`src/rtl/mon_tcam_arbiter.sv`:
```
// mon_tcam_arbiter: round-robin host/engine arbiter for single-port TCAM rule access with ack timeout.
module mon_tcam_arbiter #(
  parameter int TUPLE_WIDTH = 104,
  parameter int MON_LUT_DEPTH_BITS = 4,
  parameter int TIMEOUT_CYCLES = 64
) (
  input  logic                          axi_aclk,
  input  logic                          axi_resetn,
  input  logic                          h_req,
  input  logic                          h_wr,
  input  logic [MON_LUT_DEPTH_BITS-1:0] h_addr,
  input  logic [TUPLE_WIDTH-1:0]        h_rule,
  input  logic [TUPLE_WIDTH-1:0]        h_mask,
  output logic                          h_ack,
  output logic                          h_err,
  output logic [TUPLE_WIDTH-1:0]        h_rd_rule,
  output logic [TUPLE_WIDTH-1:0]        h_rd_mask,
  input  logic                          e_req,
  input  logic                          e_wr,
  input  logic [MON_LUT_DEPTH_BITS-1:0] e_addr,
  input  logic [TUPLE_WIDTH-1:0]        e_rule,
  input  logic [TUPLE_WIDTH-1:0]        e_mask,
  output logic                          e_ack,
  output logic                          e_err,
  output logic [TUPLE_WIDTH-1:0]        e_rd_rule,
  output logic [TUPLE_WIDTH-1:0]        e_rd_mask,
  output logic                          mon_rd_req,
  output logic                          mon_wr_req,
  output logic [MON_LUT_DEPTH_BITS-1:0] mon_rd_addr,
  output logic [MON_LUT_DEPTH_BITS-1:0] mon_wr_addr,
  output logic [TUPLE_WIDTH-1:0]        mon_wr_rule,
  output logic [TUPLE_WIDTH-1:0]        mon_wr_rulemask,
  input  logic [TUPLE_WIDTH-1:0]        mon_rd_rule,
  input  logic [TUPLE_WIDTH-1:0]        mon_rd_rulemask,
  input  logic                          mon_rd_ack,
  input  logic                          mon_wr_ack,
  output logic                          busy
);
  localparam int CW = TIMEOUT_CYCLES > 1 ? $clog2(TIMEOUT_CYCLES) : 1;
  localparam logic [CW-1:0] TERM = CW'(TIMEOUT_CYCLES - 1);
  typedef enum logic [1:0] {IDLE, ISSUE, WAIT_ACK, DONE} state_t;
  state_t state;
  logic [1:0] sync;
  logic [CW-1:0] cnt;
  logic last_e, block, sel_e, wr;
  logic [MON_LUT_DEPTH_BITS-1:0] addr;
  logic [TUPLE_WIDTH-1:0] rule, mask;
  logic h_ok, e_ok, pick_e, pick_wr, matched;
  // the requester just served is masked for one IDLE cycle so a held req cannot double-grant
  assign h_ok = h_req && !(block && !last_e);
  assign e_ok = e_req && !(block && last_e);
  assign pick_e = e_ok && (!h_ok || !last_e);
  assign pick_wr = pick_e ? e_wr : h_wr;
  assign matched = wr ? mon_wr_ack : mon_rd_ack;
  assign busy = state != IDLE;
  assign mon_rd_addr = addr;
  assign mon_wr_addr = addr;
  assign mon_wr_rule = rule;
  assign mon_wr_rulemask = mask;
  always_ff @(posedge axi_aclk or negedge axi_resetn)
    if (!axi_resetn) sync <= '0;
    else sync <= {sync[0], 1'b1};
  always_ff @(posedge axi_aclk or negedge axi_resetn) begin
    if (!axi_resetn) begin
      state <= IDLE;
      cnt <= '0;
      last_e <= 1'b1;
      block <= 1'b0;
      sel_e <= 1'b0;
      wr <= 1'b0;
      addr <= '0;
      rule <= '0;
      mask <= '0;
      mon_rd_req <= 1'b0;
      mon_wr_req <= 1'b0;
      h_ack <= 1'b0;
      h_err <= 1'b0;
      e_ack <= 1'b0;
      e_err <= 1'b0;
      h_rd_rule <= '0;
      h_rd_mask <= '0;
      e_rd_rule <= '0;
      e_rd_mask <= '0;
    end else begin
      case (state)
        IDLE: begin
          block <= 1'b0;
          if (sync[1] && (h_ok || e_ok)) begin
            state <= ISSUE;
            sel_e <= pick_e;
            last_e <= pick_e;
            wr <= pick_wr;
            addr <= pick_e ? e_addr : h_addr;
            rule <= pick_e ? e_rule : h_rule;
            mask <= pick_e ? e_mask : h_mask;
            mon_wr_req <= pick_wr;
            mon_rd_req <= !pick_wr;
          end
        end
        ISSUE: begin
          mon_wr_req <= 1'b0;
          mon_rd_req <= 1'b0;
          cnt <= '0;
          state <= WAIT_ACK;
        end
        WAIT_ACK: begin
          if (matched || cnt == TERM) begin
            state <= DONE;
            h_ack <= !sel_e;
            e_ack <= sel_e;
            h_err <= !sel_e && !matched;
            e_err <= sel_e && !matched;
            if (matched && !wr && sel_e) begin
              e_rd_rule <= mon_rd_rule;
              e_rd_mask <= mon_rd_rulemask;
            end
            if (matched && !wr && !sel_e) begin
              h_rd_rule <= mon_rd_rule;
              h_rd_mask <= mon_rd_rulemask;
            end
          end else cnt <= cnt + 1'b1;
        end
        DONE: begin
          h_ack <= 1'b0;
          e_ack <= 1'b0;
          h_err <= 1'b0;
          e_err <= 1'b0;
          block <= 1'b1;
          state <= IDLE;
        end
      endcase
    end
  end
endmodule

```
`config.mk`:
```
export PLATFORM = sky130hd
export DESIGN_NAME = mon_tcam_arbiter
export DESIGN_NICKNAME = d
export VERILOG_FILES = /design/src/rtl/mon_tcam_arbiter.sv
export SDC_FILE = /design/constraint.sdc
export NUM_CORES = 1
export LEC_CHECK = 0
export CAP_MARGIN = 10
export CORE_AREA = 8 8 485 487
export DETAILED_ROUTE_END_ITERATION = 10
export DIE_AREA = 0 0 493 495
export GPL_ROUTABILITY_DRIVEN = 0
export SYNTH_ARGS = -nofsm -noshare
export SYNTH_HDL_FRONTEND = slang
export SYNTH_SLANG_ARGS = --single-unit
```
`constraint.sdc`:
```
create_clock -name axi_aclk -period 2.1 [get_ports axi_aclk]
set_input_delay 0.315 -clock axi_aclk [delete_from_list [all_inputs] [get_ports axi_aclk]]
set_output_delay 0.315 -clock axi_aclk [all_outputs]
set_load 0.02 [all_outputs]
```
Yosys cells after proc, flatten, opt, wreduce, memory -nomap -nowiden
Cells that the tools add are included.
- $add $sub $neg: 1
- eq/ne operators: 7
- mux-type cells: 23
- reduce and logical (&&, ||, !) cells: 35
- operators by type and width (cell ; count):
    104-bit 2-to-1 mux ; 2
    1-bit case mux with 2 select lines ; 7
    6-bit case mux with 2 select lines ; 1
    1-bit logical AND ; 11
    2-bit AND reduction ; 5
    2-bit nonzero test ; 5
    1-bit logical NOT ; 8
    1-bit 2-to-1 mux ; 8
    2-bit case mux with 4 select lines ; 1
    6-bit by 1-bit adder with 6-bit output, second input constant ; 1
    6-bit == test, second input constant ; 1
    6-bit 2-to-1 mux ; 1
    2-bit inequality test, second input constant ; 3
    3-bit AND reduction ; 2
    2-bit == test, second input constant ; 2
    2-bit 2-to-1 mux ; 2
    4-bit 2-to-1 mux ; 1
    1-bit logical OR ; 3
    2-bit by 1-bit == test with 1-bit output, second input constant ; 1
    2-bit logical NOT ; 1
- flip-flop bits (word level): 648
- input port bits: 640
- output and inout bits: 639
- word-level logic and storage cells: 86

Logic depth before layout (Yosys ltp)
- word-level depth: 11
- gate-level depth with buffers: 8
- depth with buffers taken out: 6

Least setup slack after synthesis
OpenSTA, ideal clock, no wires.
- path kind: register -> register
- start: reg state[0]
- end: reg h_rd_rule[14]
- setup time: 0.125 ns
- data arrival time: 1.762 ns
- data required time: 1.975 ns
- setup slack: 0.213 ns
- cell stages (with the launch flop): 9
- buffers on the path: 3
- period minus slack after synthesis: 1.887 ns
- cell sequence: dfrtp_1 -> inv_1 -> ha_1 -> nand2_1 -> nor3_1 -> buf_2 -> buf_2 -> buf_2 -> mux2_2
- word-level cells in the longest chain between the ends: 2
- RTL lines (element ; line ; source):
    from (decl) ; 42 ; state_t state;
    from (signal assigned) ; 65 ; state <= IDLE;
    from (signal assigned) ; 89 ; state <= ISSUE;
    from (signal assigned) ; 104 ; state <= WAIT_ACK;
    2-bit == test ; 85 ; case (state)
    3-bit AND reduction (no source line) ; n/a ;
    to (signal assigned) ; 118 ; h_rd_rule <= mon_rd_rule;
    to (decl) ; 16 ; output logic [TUPLE_WIDTH-1:0] h_rd_rule,
Every way passes these cells.
A chain may end at the register's enable or synchronous reset.

Final worst setup path
- start: reg block
- end: reg rule[28] (netlist: mon_wr_rule[28])
- word-level cells in the longest chain between the ends: 7
- elaborated cells between the ends (all ways): 13
- classes of those cells: 1 x mux; 12 x reduce/logical
- RTL lines (element ; line ; source):
    from (decl) ; 45 ; logic last_e, block, sel_e, wr;
    from (signal assigned) ; 68 ; block <= 1'b0;
    from (signal assigned) ; 87 ; block <= 1'b0;
    from (signal assigned) ; 128 ; block <= 1'b1;
    1-bit logical AND ; 50 ; assign h_ok = h_req && !(block && !last_e);
    1-bit logical NOT ; 50 ;
    1-bit logical AND ; 50 ;
    1-bit logical NOT ; 52 ; assign pick_e = e_ok && (!h_ok || !last_e);
    1-bit logical OR ; 52 ;
    1-bit logical AND ; 52 ;
    104-bit 2-to-1 mux ; 94 ; rule <= pick_e ? e_rule : h_rule;
    to (signal assigned) ; 94 ;
    to (decl) ; 47 ; logic [TUPLE_WIDTH-1:0] rule, mask;
Parallel ways exist; a longest one is shown, timed or not.

==> results.cfg <==
[worst_setup_path]
cp.depth = 7
critPathMaxStageDelay_ps = 420
crit_end = mon_wr_rule[28]
start_kind = register
endpoint_kind = register
crit_fanout = 20
critPathLaunch = block
worst-path-buf-inv = 3
worstPathCellList = o21ai_1 -> nand2_8 -> buf_12 -> buf_12 -> mux2i_2 -> buf_4 -> o21ai_1
crit_required_ps = 2700
crit_slowest_cell = dfrtp_1
rr_worst_depth = 7
reg2reg_from = block
rrSetupSlack_ps = -40
cp.arrival_ps = 2730
rr_endpoint = mon_wr_rule[28]
cpLargestDelayFamily = buffers and inverters
path_class = reg2reg

[logic_synthesis]
syn_nets = 2553
synthArstFlopShare_pct = 100
synth.area.top_cells = dfrtp_1 62%, mux2_2 18%, mux2i_1 8.2%
ys_seq_area_share_pct = 62.0
syn_area_um2 = 26200
synthCells = 1908
synth_enable_flop_cells = 0
postSynthAreaPerCell_um2 = 13.7
synth_cell_types = 43
ys_ff_latch = 648
synth_top_cell_area_share_pct = 61.9
ys_warn_count = 0
yosysTopAreaCell = dfrtp_1
synth_ff_type = dfrtp_1

[timing]
setup_viol = 1
rsz0062_at_grt = yes
period_share_pct = 102
slew_headroom_pct = 62.0
fin_worst_skew_ps = 32.7
setup_ws_ps = -37.3
hold_ws_ps = 152
tightest_slew_ps = 570
fin_crit_ps = 2140
hold_viol = 0
fmax_ghz = 0.468
slew_viol_final = 0

[placement]
hpwl_um = 143000
io_buffer_count = 1278
placed_area_um2 = 43600

[grt]
grt_use_total_pct = 12.9
grt_pass1_wl_um = 214000
grt_pass1_vias = 22900
grt_max_degree = 76
grt-ovfl-total = 0
grt_antenna_before_repair = 81

[routing]
wl_um = 165000
drt_first_pass_iters = 5
routedWlPerCell_um = 25.5
drtIter0Drc = 909
drc = 0
viasPerCell = 3.35
via_count = 21600
postRouteAntennaNets = 0

[power]
leakagePower_nw = 21.1
power.density_nw_per_um2 = 1440
vdd_drop_max_v = 0.000576

[run_status]
failed_checks = setup timing
outcome = finished, violations left

[finish]
final_cell_mix = 790 x clkdlybuf4s50_1, 644 x dfrtp_1, 433 x dlygate4sd2_1
final_common_cell = clkdlybuf4s50_1
fillers = 24900
syn_to_final_growth_pct = 76.8
drive_gt1_share_pct = 23.5
stdcell_area_um2 = 46300
nNetsFinal = 3983

[clocking]
cts_buffer_depth = 3
clk_latency_ps = 700
clock-sinks = 648
cts_buffers = 76
cts-root-buf = clkbuf_16
cts_tree = built
clk_pin_slew_ps = 60
cts_max_level = 3

[floorplanning]
ioPinCount = 1279
core_um2 = 228000
die_area_um2 = 244000
num_rows = 176
fp.dieH_um = 495
die_width_um = 493
start_util_pct = 11.5

[worst_hold_path]
hp-class = in2async

[flow_run]
maxCapViolations = 0
[through the flow]
stage,setup TNS (ps),std cells,util (%),power [mW],setup slack (ps)
after global routing,-1930,6446,20.3,70.2,-65.2
final,-37.3,6453,20.3,66.6,-37.3
after global placement,-30790,6267,19.1,55.5,-274
after floorplan,0,1908,-,35.1,213
after CTS,-1110,6426,20.2,68.0,-160
after detailed placement,-36510,6267,19.1,56.0,-316
[cells by family (layout without fill, tap and decap cells)]
logic type / Yosys count / in the layout / synth area share (%)
DFF: 648 / 648 / 62.0
muxes: 633 / 633 / 26.2
and+or+nand+nor: 248 / 248 / 3.79
AOI/OAI and AO/OA: 244 / 244 / 4.92
buffers and inverters: 128 / 1620 / 2.80
adders and majority gates: 5 / 5 / 0.239
other: 1 / 28 / 0.0143
xor gates and xnor gates: 1 / 1 / 0.0335
[report_power, final]
part           internal, mW  switching (mW)  leakage, nW
logic                  12.8            18.2         11.7
registers              18.0            3.55         8.15
clock network          8.28            5.76         1.28
total                  39.1            27.5         21.1
[registers in the layout (all words and copies together), names as in the netlist, 2 cells and up]
name             count
e_rd_mask          104
e_rd_rule          104
h_rd_mask          104
h_rd_rule          104
mon_wr_rule        104
mon_wr_rulemask    104
cnt                  6
mon_rd_addr          4
state                2
sync                 2
[Yosys cell counts, drive strengths merged (2+ instances only)]
library cell  count
a21boi            3
a21o              3
a21oi             2
a22oi             2
a31oi             5
and2              3
and3              4
and4              3
buf             109
clkbuf           13
dfrtp           647
ha                5
inv               6
mux2            418
mux2i           215
nand2           224
nand3             3
nor2              3
nor2b             2
nor3              2
o211ai            3
o21ai           220
[repair_timing]
action                                  4_1_cts  5_1_grt
endpoints found under the hold margin       293        0
gates resized for setup                     467       40
endpoints found under the setup margin      507      125
setup buffers                                15        3
hold buffers                                  1        0
cloned                                        3        0
pin swaps                                     0        2
[metal layers]
layer | vias up | track usage [%] | share of wire [%]
met5 | - | 0 | 0.20
met4 | 52 | 4.68 | 3.8
met3 | 250 | 7.18 | 13
met2 | 1106 | 22.5 | 49
met1 | 10600 | 12.9 | 34
li1 | 9608 | - | -
[cell type report]
type                            count  area (um^2)  area share [%]
Tap cell                         3026         3790            8.19
Clock buffer                      107         2130            4.60
Clock inverter                     33          513            1.11
Antenna cell                       27         67.6           0.146
Sequential cell                   648        16200            35.1
Timing Repair Buffer             1474        14200            30.6
Multi-Input combinational cell   1132         9350            20.2
Inverter                            6         22.5          0.0487
[how the worst min path moves through the flow]
stage,endpoint,slack (ps),depth (start not counted),from
2_1_floorplan,block,20,0,axi_resetn
6_report,mon_wr_rulemask[6],150,2,axi_resetn
5_1_grt,mon_wr_rulemask[6],100,2,axi_resetn
4_1_cts,mon_wr_rulemask[6],40,2,axi_resetn
3_3_place_gp,mon_rd_addr[3],250,1,axi_resetn
3_5_place_dp,mon_rd_addr[3],250,1,axi_resetn
Note: power is estimated with default switching activity, not from simulation.
